==> src/rtl/demux1x4_buf_if.sv <==
// ---------------------------------------------------------------------------
// demux1x4_buf_if
//   Bundles the producer and consumer side signals of the 1-to-4 buffered
//   demultiplexer.
//
//   in_data   [SIZE]   payload offered by the producer
//   in_sel    [2]      destination channel 0..3
//   in_valid  [1]      producer offers in_data/in_sel
//   in_ready  [1]      selected channel has room
//   out_data  [4*SIZE] channel k head word at out_data[k*SIZE +: SIZE]
//   out_valid [4]      bit k: channel k head word is valid
//   out_ready [4]      bit k: consumer k takes its head word
//   busy      [1]      OR of all out_valid bits
//
//   master : the environment (drives producer inputs and consumer readies)
//   slave  : the demultiplexer itself
// ---------------------------------------------------------------------------
interface demux1x4_buf_if #(
    parameter int SIZE = 8
);
    logic [SIZE-1:0]   in_data;
    logic [1:0]        in_sel;
    logic              in_valid;
    logic              in_ready;
    logic [4*SIZE-1:0] out_data;
    logic [3:0]        out_valid;
    logic [3:0]        out_ready;
    logic              busy;

    modport master (
        output in_data, in_sel, in_valid, out_ready,
        input  in_ready, out_data, out_valid, busy
    );

    modport slave (
        input  in_data, in_sel, in_valid, out_ready,
        output in_ready, out_data, out_valid, busy
    );
endinterface

==> src/rtl/demux1x4_buf.sv <==
// ---------------------------------------------------------------------------
// demux1x4_buf
//   Routes one input word stream to four output channels. Each channel owns a
//   private 2-entry FIFO so a stalled consumer only blocks pushes aimed at its
//   own channel. Output words come straight from registers.
//
//   clk    : clock, all state updates on the rising edge
//   rst_n  : asynchronous active-low reset, empties every channel and zeroes
//            the output data
//   bus    : demux1x4_buf_if.slave (producer handshake in, four consumer
//            handshakes out, busy flag)
// ---------------------------------------------------------------------------
module demux1x4_buf #(
    parameter int SIZE = 8
) (
    input  logic           clk,
    input  logic           rst_n,
    demux1x4_buf_if.slave  bus
);

    logic [SIZE-1:0] r_mem  [4][2];
    logic [SIZE-1:0] r_dout [4];
    logic [3:0]      r_wptr;
    logic [3:0]      r_rptr;
    logic [1:0]      r_cnt  [4];

    logic [SIZE-1:0] w_mem_nxt  [4][2];
    logic [SIZE-1:0] w_dout_nxt [4];
    logic [3:0]      w_wptr_nxt;
    logic [3:0]      w_rptr_nxt;
    logic [1:0]      w_cnt_nxt  [4];

    logic            w_in_ready;
    logic            w_push;
    logic [3:0]      w_push_ch;
    logic [3:0]      w_pop;
    logic [3:0]      w_out_valid;

    // Ready depends only on the selected channel's occupancy; a full channel
    // refuses even if its consumer is popping this cycle.
    assign w_in_ready = (r_cnt[bus.in_sel] != 2'd2);
    assign w_push     = bus.in_valid && w_in_ready;

    always_comb begin
        w_mem_nxt  = r_mem;
        w_dout_nxt = r_dout;
        w_wptr_nxt = r_wptr;
        w_rptr_nxt = r_rptr;
        w_cnt_nxt  = r_cnt;
        w_push_ch  = '0;
        w_pop      = '0;
        for (int k = 0; k < 4; k++) begin
            w_push_ch[k] = w_push && (bus.in_sel == 2'(k));
            w_pop[k]     = (r_cnt[k] != 2'd0) && bus.out_ready[k];
            if (w_push_ch[k]) begin
                w_mem_nxt[k][r_wptr[k]] = bus.in_data;
                w_wptr_nxt[k]           = ~r_wptr[k];
            end
            if (w_pop[k]) begin
                w_rptr_nxt[k] = ~r_rptr[k];
            end
            case ({w_push_ch[k], w_pop[k]})
                2'b10:   w_cnt_nxt[k] = r_cnt[k] + 2'd1;
                2'b01:   w_cnt_nxt[k] = r_cnt[k] - 2'd1;
                default: w_cnt_nxt[k] = r_cnt[k];
            endcase
            // The output register tracks the next head; once the channel
            // drains it keeps the last delivered word.
            if (w_cnt_nxt[k] != 2'd0) begin
                w_dout_nxt[k] = w_mem_nxt[k][w_rptr_nxt[k]];
            end
        end
    end

    always_ff @(posedge clk or negedge rst_n) begin
        if (!rst_n) begin
            r_wptr <= '0;
            r_rptr <= '0;
            for (int k = 0; k < 4; k++) begin
                r_cnt[k]    <= '0;
                r_dout[k]   <= '0;
                r_mem[k][0] <= '0;
                r_mem[k][1] <= '0;
            end
        end else begin
            r_wptr <= w_wptr_nxt;
            r_rptr <= w_rptr_nxt;
            r_cnt  <= w_cnt_nxt;
            r_dout <= w_dout_nxt;
            r_mem  <= w_mem_nxt;
        end
    end

    always_comb begin
        w_out_valid  = '0;
        bus.out_data = '0;
        for (int k = 0; k < 4; k++) begin
            w_out_valid[k]                 = (r_cnt[k] != 2'd0);
            bus.out_data[k*SIZE +: SIZE]   = r_dout[k];
        end
    end

    assign bus.out_valid = w_out_valid;
    assign bus.busy      = |w_out_valid;
    assign bus.in_ready  = w_in_ready;

endmodule
==> src/flat_wrapper.sv <==
// flat-port wrapper written by rule: the top's interface ports become plain ports
module demux1x4_buf_flat 
#(
    parameter int SIZE = 8
)
  (clk, rst_n, bus_in_data, bus_in_sel, bus_in_valid, bus_out_ready, bus_in_ready, bus_out_data, bus_out_valid, bus_busy);
  demux1x4_buf_if #(.SIZE(SIZE)) bus_i ();
  input  logic clk;
  input  logic rst_n;
  input wire logic [$bits(bus_i.in_data)-1:0] bus_in_data;
  input wire logic [$bits(bus_i.in_sel)-1:0] bus_in_sel;
  input wire logic [$bits(bus_i.in_valid)-1:0] bus_in_valid;
  input wire logic [$bits(bus_i.out_ready)-1:0] bus_out_ready;
  output wire logic [$bits(bus_i.in_ready)-1:0] bus_in_ready;
  output wire logic [$bits(bus_i.out_data)-1:0] bus_out_data;
  output wire logic [$bits(bus_i.out_valid)-1:0] bus_out_valid;
  output wire logic [$bits(bus_i.busy)-1:0] bus_busy;
  assign bus_i.in_data = bus_in_data;
  assign bus_i.in_sel = bus_in_sel;
  assign bus_i.in_valid = bus_in_valid;
  assign bus_i.out_ready = bus_out_ready;
  assign bus_in_ready = bus_i.in_ready;
  assign bus_out_data = bus_i.out_data;
  assign bus_out_valid = bus_i.out_valid;
  assign bus_busy = bus_i.busy;
  demux1x4_buf #(.SIZE(SIZE)) u_core (.clk(clk), .rst_n(rst_n), .bus(bus_i));
endmodule
==> config.mk <==
export PLATFORM = sky130hd
export DESIGN_NAME = demux1x4_buf_flat
export DESIGN_NICKNAME = d
export VERILOG_FILES = /design/src/rtl/demux1x4_buf_if.sv /design/src/rtl/demux1x4_buf.sv /design/src/flat_wrapper.sv
export SDC_FILE = /design/constraint.sdc
export NUM_CORES = 1
export LEC_CHECK = 0
export BUFFER_PORTS_ARGS = -buffer_cell sky130_fd_sc_hd__buf_4
export CORE_ASPECT_RATIO = 0.7
export CORE_MARGIN = 8
export CORE_UTILIZATION = 58
export CTS_BUF_LIST = sky130_fd_sc_hd__clkbuf_16
export DETAILED_ROUTE_END_ITERATION = 6
export PLACE_DENSITY_LB_ADDON = 0.25
export SYNTH_ARGS = -nofsm -noshare
export SYNTH_HDL_FRONTEND = slang
export SYNTH_SLANG_ARGS = --single-unit
==> constraint.sdc <==
create_clock -name clk -period 3.6 [get_ports clk]
set_input_delay 0.36 -clock clk [delete_from_list [all_inputs] [get_ports clk]]
set_output_delay 0.36 -clock clk [all_outputs]
set_load 0.01 [all_outputs]
# Word-level counts from Yosys, hierarchy flattened
# Index checks and enable logic that the tools add are counted.
# totals
register_bits,112
input_bits,17
out_inout_bits,38
wordCells,133
# classes
addsub,8
order_cmp,13
eq_ne,12
n_mux,39
bitwise,17
n_reduce_logical,23
# op_table
operator,count
$mux W8,16
$bwmux W16,4
$mux W16,4
$demux W8 S1,4
$ge A2 B2 Y1 const B,8
$not A1 Y2,8
$pmux W2 S2,4
$reduce_bool A2 Y1,8
$logic_and A1 B1 Y1,13
$eq A2 B2 Y1 const B,6
$eq A2 B1 Y1 const B,5
$add A2 B1 Y2 const B,4
$lt A2 B1 Y1 const B,4
$not A1 Y1,8
$sub A2 B1 Y2 const B,4
$bmux W2 S2,1
$mux W1,4
$mux W2,2
$reduce_or A4 Y1,1
$ge A3 B3 Y1 const B,1
$not A2 Y3,1
$logic_not A2 Y1,1
$ne A2 B2 Y1 const B,1

# Logic depth before layout (Yosys ltp)
# logic_depth
depth_word,11
depth_mapped,11

# Worst setup path after synthesis
# No wires, ideal clock.
# synth_path
path_type,reg2reg
start,register u_core.r_cnt[3] in the netlist's numbering
end,"register u_core.r_dout, in the netlist u_core.bus.out_data[16]"
arrival_time_ps,2444
required_ps,3514
setup_slack_ps,1070
stages_incl_launch_ff,10
path_buffers,2
synth_period_minus_slack_ps,2530
path_cell_list,dfrtp_1 nor2b_1 or3_1 ha_1 and4bb_1 or3_1 buf_6 or2_1 buf_6 o221ai_2
# synth_between
elab_chain_cells,10
elab_cells_between_ends,20
# synth_lines
item,line_no,rtl
from (decl),demux1x4_buf.sv:25,logic [1:0] r_cnt [4];
from (signal assigned),demux1x4_buf.sv:88,r_cnt <= w_cnt_nxt;
$bmux W2 S2,demux1x4_buf.sv:41,assign w_in_ready = (r_cnt[bus.in_sel] != 2'd2);
$mux W2 (not written as such) (2 in a row),demux1x4_buf.sv:41,
$ne A2 B2 Y1,demux1x4_buf.sv:41,
$logic_and A1 B1 Y1,demux1x4_buf.sv:42,assign w_push = bus.in_valid && w_in_ready;
$logic_and A1 B1 Y1,demux1x4_buf.sv:53,w_push_ch[k] = w_push && (bus.in_sel == 2'(k));
$mux W16,demux1x4_buf.sv:55,if (w_push_ch[k]) begin
$mux W8 (not written as such) (3 in a row),demux1x4_buf.sv:70,w_dout_nxt[k] = w_mem_nxt[k][w_rptr_nxt[k]];
to (signal assigned),demux1x4_buf.sv:89,r_dout <= w_dout_nxt;
to (decl),demux1x4_buf.sv:22,logic [SIZE-1:0] r_dout [4];
# Parallel ways exist; a longest one is shown, timed or not. The select of a mux whose other input is x is not followed.
# A chain may end at the register's enable or synchronous reset.

# Worst setup path after layout
# layout_path
start,register u_core.r_cnt[3] in the netlist's numbering
end,"register u_core.r_dout, in the netlist u_core.bus.out_data[20]"
# The elaborated chain is that of the path after synthesis.

==> out/metrics.cfg <==
[sta]
relSlewSlack_pct=50.0
hold_ws_ns=0.0724
min_period_ns=2.89
hold_violations=0
tightest_slew_ns=0.751
slew_violations=0
max_freq_mhz=346
setup-tns-final_ns=0
rsz0062_at_grt=no
layout_setup_ws_ns=0.713
post-route-period-util_pct=80.2
fin_skew_ns=0.00687
finalSetupViolations=0

[clock_tree]
cts_tree=built
root_buffer=clkbuf_16
post_cts_buffers=0
hold_buffers=0
clk_path_buf_depth=2
cts_made_buffers=9
clkSlewWorstSetupHoldPaths_ns=0.07
insertion_delay_ns=0.35
cts-resized-gates=0
clkSinkCount=112
h-tree-depth=3

[grt]
grt_max_degree=61
grt.overflow.total=0
grt_pass1_wl_um=17800
grt_antenna_before_repair=0
grt_usage_pct=19.0
grt_pass1_vias=3334

[layout]
final_area_um2=5880
diodes=0
drive_gt1_share_pct=22.2
layout.nets=493
post-route-util_pct=69.4
stdcell_count=597
area_growth_pct=15.5

[route]
drt_iter0_markers=280
drtAntennaViolNets=0
drc=0
drt_pass1_iterations=4
wl_per_cell_um=17.9
dr_total_vias=3205
drt-vias-per-instance=5.37
totalWireLength_um=10700

[logic_synthesis]
yosys.area_share.simple_pct=10.7
syn_area_per_cell_um2=11.8
synth_seq_area_share_pct=55.1
synth.distinct_cells=34
synth_top_family_by_area=multiplexers
syn_inst=431
synthFlopType=dfrtp_1
synth_area_um2=5090
synth_adder_area_share_pct=0.983
ys_seq_elements=112
syn_nets=452
synth-xor-area-share_pct=3.27
synth_enable_flop_cells=0
muxShareOfSynthArea_pct=12.6
synth_compound_area_share_pct=9.31
synth_warnings=0
synth-async-reset-ratio_pct=100

[placed_design]
numPortBuffers=54
gp_congestion=0.764
placed_area_um2=5550
place_hpwl_um=7320
dpl_worst_slack_ns=0.690
dp.cells=581

[worst_setup_path]
crit_fanout=10
slowest_delay_ns=0.48
ff2ff_setup_slack_ns=0.71
arrival_ns=3.14
path_class=reg -> reg
slowest_stage=or3_1
required_ns=3.86
cp.buffers_inverters=0
cpMostUsedCell=or3_1
crit_chain=nor2b_1, or3_1, ha_1, and4bb_1, or3_1, nand2b_1, o221ai_2
cp-start-kind=flip-flop
end_kind=flip-flop
path_delay_family=simple AND/OR/NAND/NOR gates

[flow_run]
max_cap_viol_count=0

[hold_path]
hold_class=in -> async

[pwr]
leakagePower_nw=2.87
ir_drop_mv=0.552
power_per_cell_area_nw_per_um2=974
p_total_mw=5.73

[floorplan]
ios=55
rows=28
initial_core_util_pct=60.1
dieArea_um2=12100
core_area_um2=8480
fp.dieW_um=128
die_h_um=94.4

[status]
status=complete, no violations

[cell usage in the layout (no fill, tap or decap), types with 4 or more instances in the layout]
cell type / n
nor3b_1: 4
dfrtp_1: 112
mux2i_1: 64
nor4bb_1: 8
o221ai_2: 24
nand2b_1: 5
clkbuf_16: 9
o21ai_0: 7
or3_1: 5
buf_4: 58
xor2_1: 7
o221ai_1: 8
nor2_1: 5
ha_1: 4
xnor2_1: 12
inv_1: 72
or2_2: 4
nand2_1: 39
[worst reg2reg max path: stages, from the launching register on]
cell and delay [ns]:
dfrtp_1 0.46, nor2b_1 0.19, or3_1 0.37, ha_1 0.39, and4bb_1 0.22, or3_1 0.48
nand2b_1 0.43, o221ai_2 0.26
[synth_stat cells (3+ instances only)]
master     number  area, um^2
buf_2          13        65.1
clkbuf_1       10        37.5
dfrtp_1       112        2800
ha_1            4        50.1
inv_1          72         270
mux2i_1        64         641
nand2_1        39         146
nand2b_1        5        31.3
nand4bb_1       3        33.8
nor2_1          5        18.8
nor2b_1         3        18.8
nor3b_1         4        30.0
nor4b_1         3        26.3
nor4bb_1        8        80.1
o21ai_0         7        35.0
o221ai_1        8        70.1
o221ai_2       24         360
or2_1           3        18.8
or2_2           4        25.0
or3_1           5        31.3
xnor2_1        12         105
xor2_1          7        61.3
[power by group]
| group | internal [mW] | switching, mW | leakage [nW] |
|---|---|---|---|
| clock network | 0.674 | 0.436 | 0.161 |
| registers | 1.89 | 0.329 | 1.37 |
| logic | 1.04 | 1.36 | 1.34 |
[path summary, 6_finish.rpt]
kind                                       startpoint                             endpoint  depth (start not counted)
max in group asynchronous                       rst_n           u_core.r_mem[18]$_DFF_PN0_                          2
hold reg to reg            u_core.r_mem[56]$_DFF_PN0_           u_core.r_mem[56]$_DFF_PN0_                          2
hold / removal                                  rst_n           u_core.r_rptr[1]$_DFF_PN0_                          1
min in group clk                       bus_in_data[0]           u_core.r_mem[56]$_DFF_PN0_                          3
setup / recovery            u_core.r_cnt[3]$_DFF_PN0_  u_core.bus.out_data[20]$_DFFE_PN0P_                          7
setup reg to reg            u_core.r_cnt[3]$_DFF_PN0_  u_core.bus.out_data[20]$_DFFE_PN0P_                          7
[layer usage]
metal / track usage, % / vias up / part of all wire (%)
li1: - / 1521 / -
met5: 0 / - / 0
met1: 25.4 / 1600 / 48
met3: 4.78 / 13 / 4.6
met4: 5.32 / 0 / 1.3
met2: 30.4 / 71 / 47
[logic make-up after synthesis]
logic type	count (synthesis)
adders and majority gates	4
buffers and inverters	100
muxes	64
and+or+nand+nor	92
xor gates and xnor gates	19
DFF	112
AOI/OAI and AO/OA	40
[final cells by class]
| class | instances | area [um^2] |
|---|---|---|
| clock buffers | 9 | 225 |
| flip-flops and latches | 112 | 2800 |
| repair buffers | 58 | 435 |
| clock inverters | 7 | 110 |
| well taps | 120 | 150 |
| inverters | 72 | 270 |
| multi-input cells | 219 | 1890 |
| fillers | 650 | 2600 |
[flip-flops by register name, indices dropped and copies added, names as in the netlist]
register	count
u_core.r_rptr	4
u_core.r_mem	64
u_core.bus.out_data	32
u_core.r_cnt	8
u_core.r_wptr	4
(Power assumes the default switching activity.)
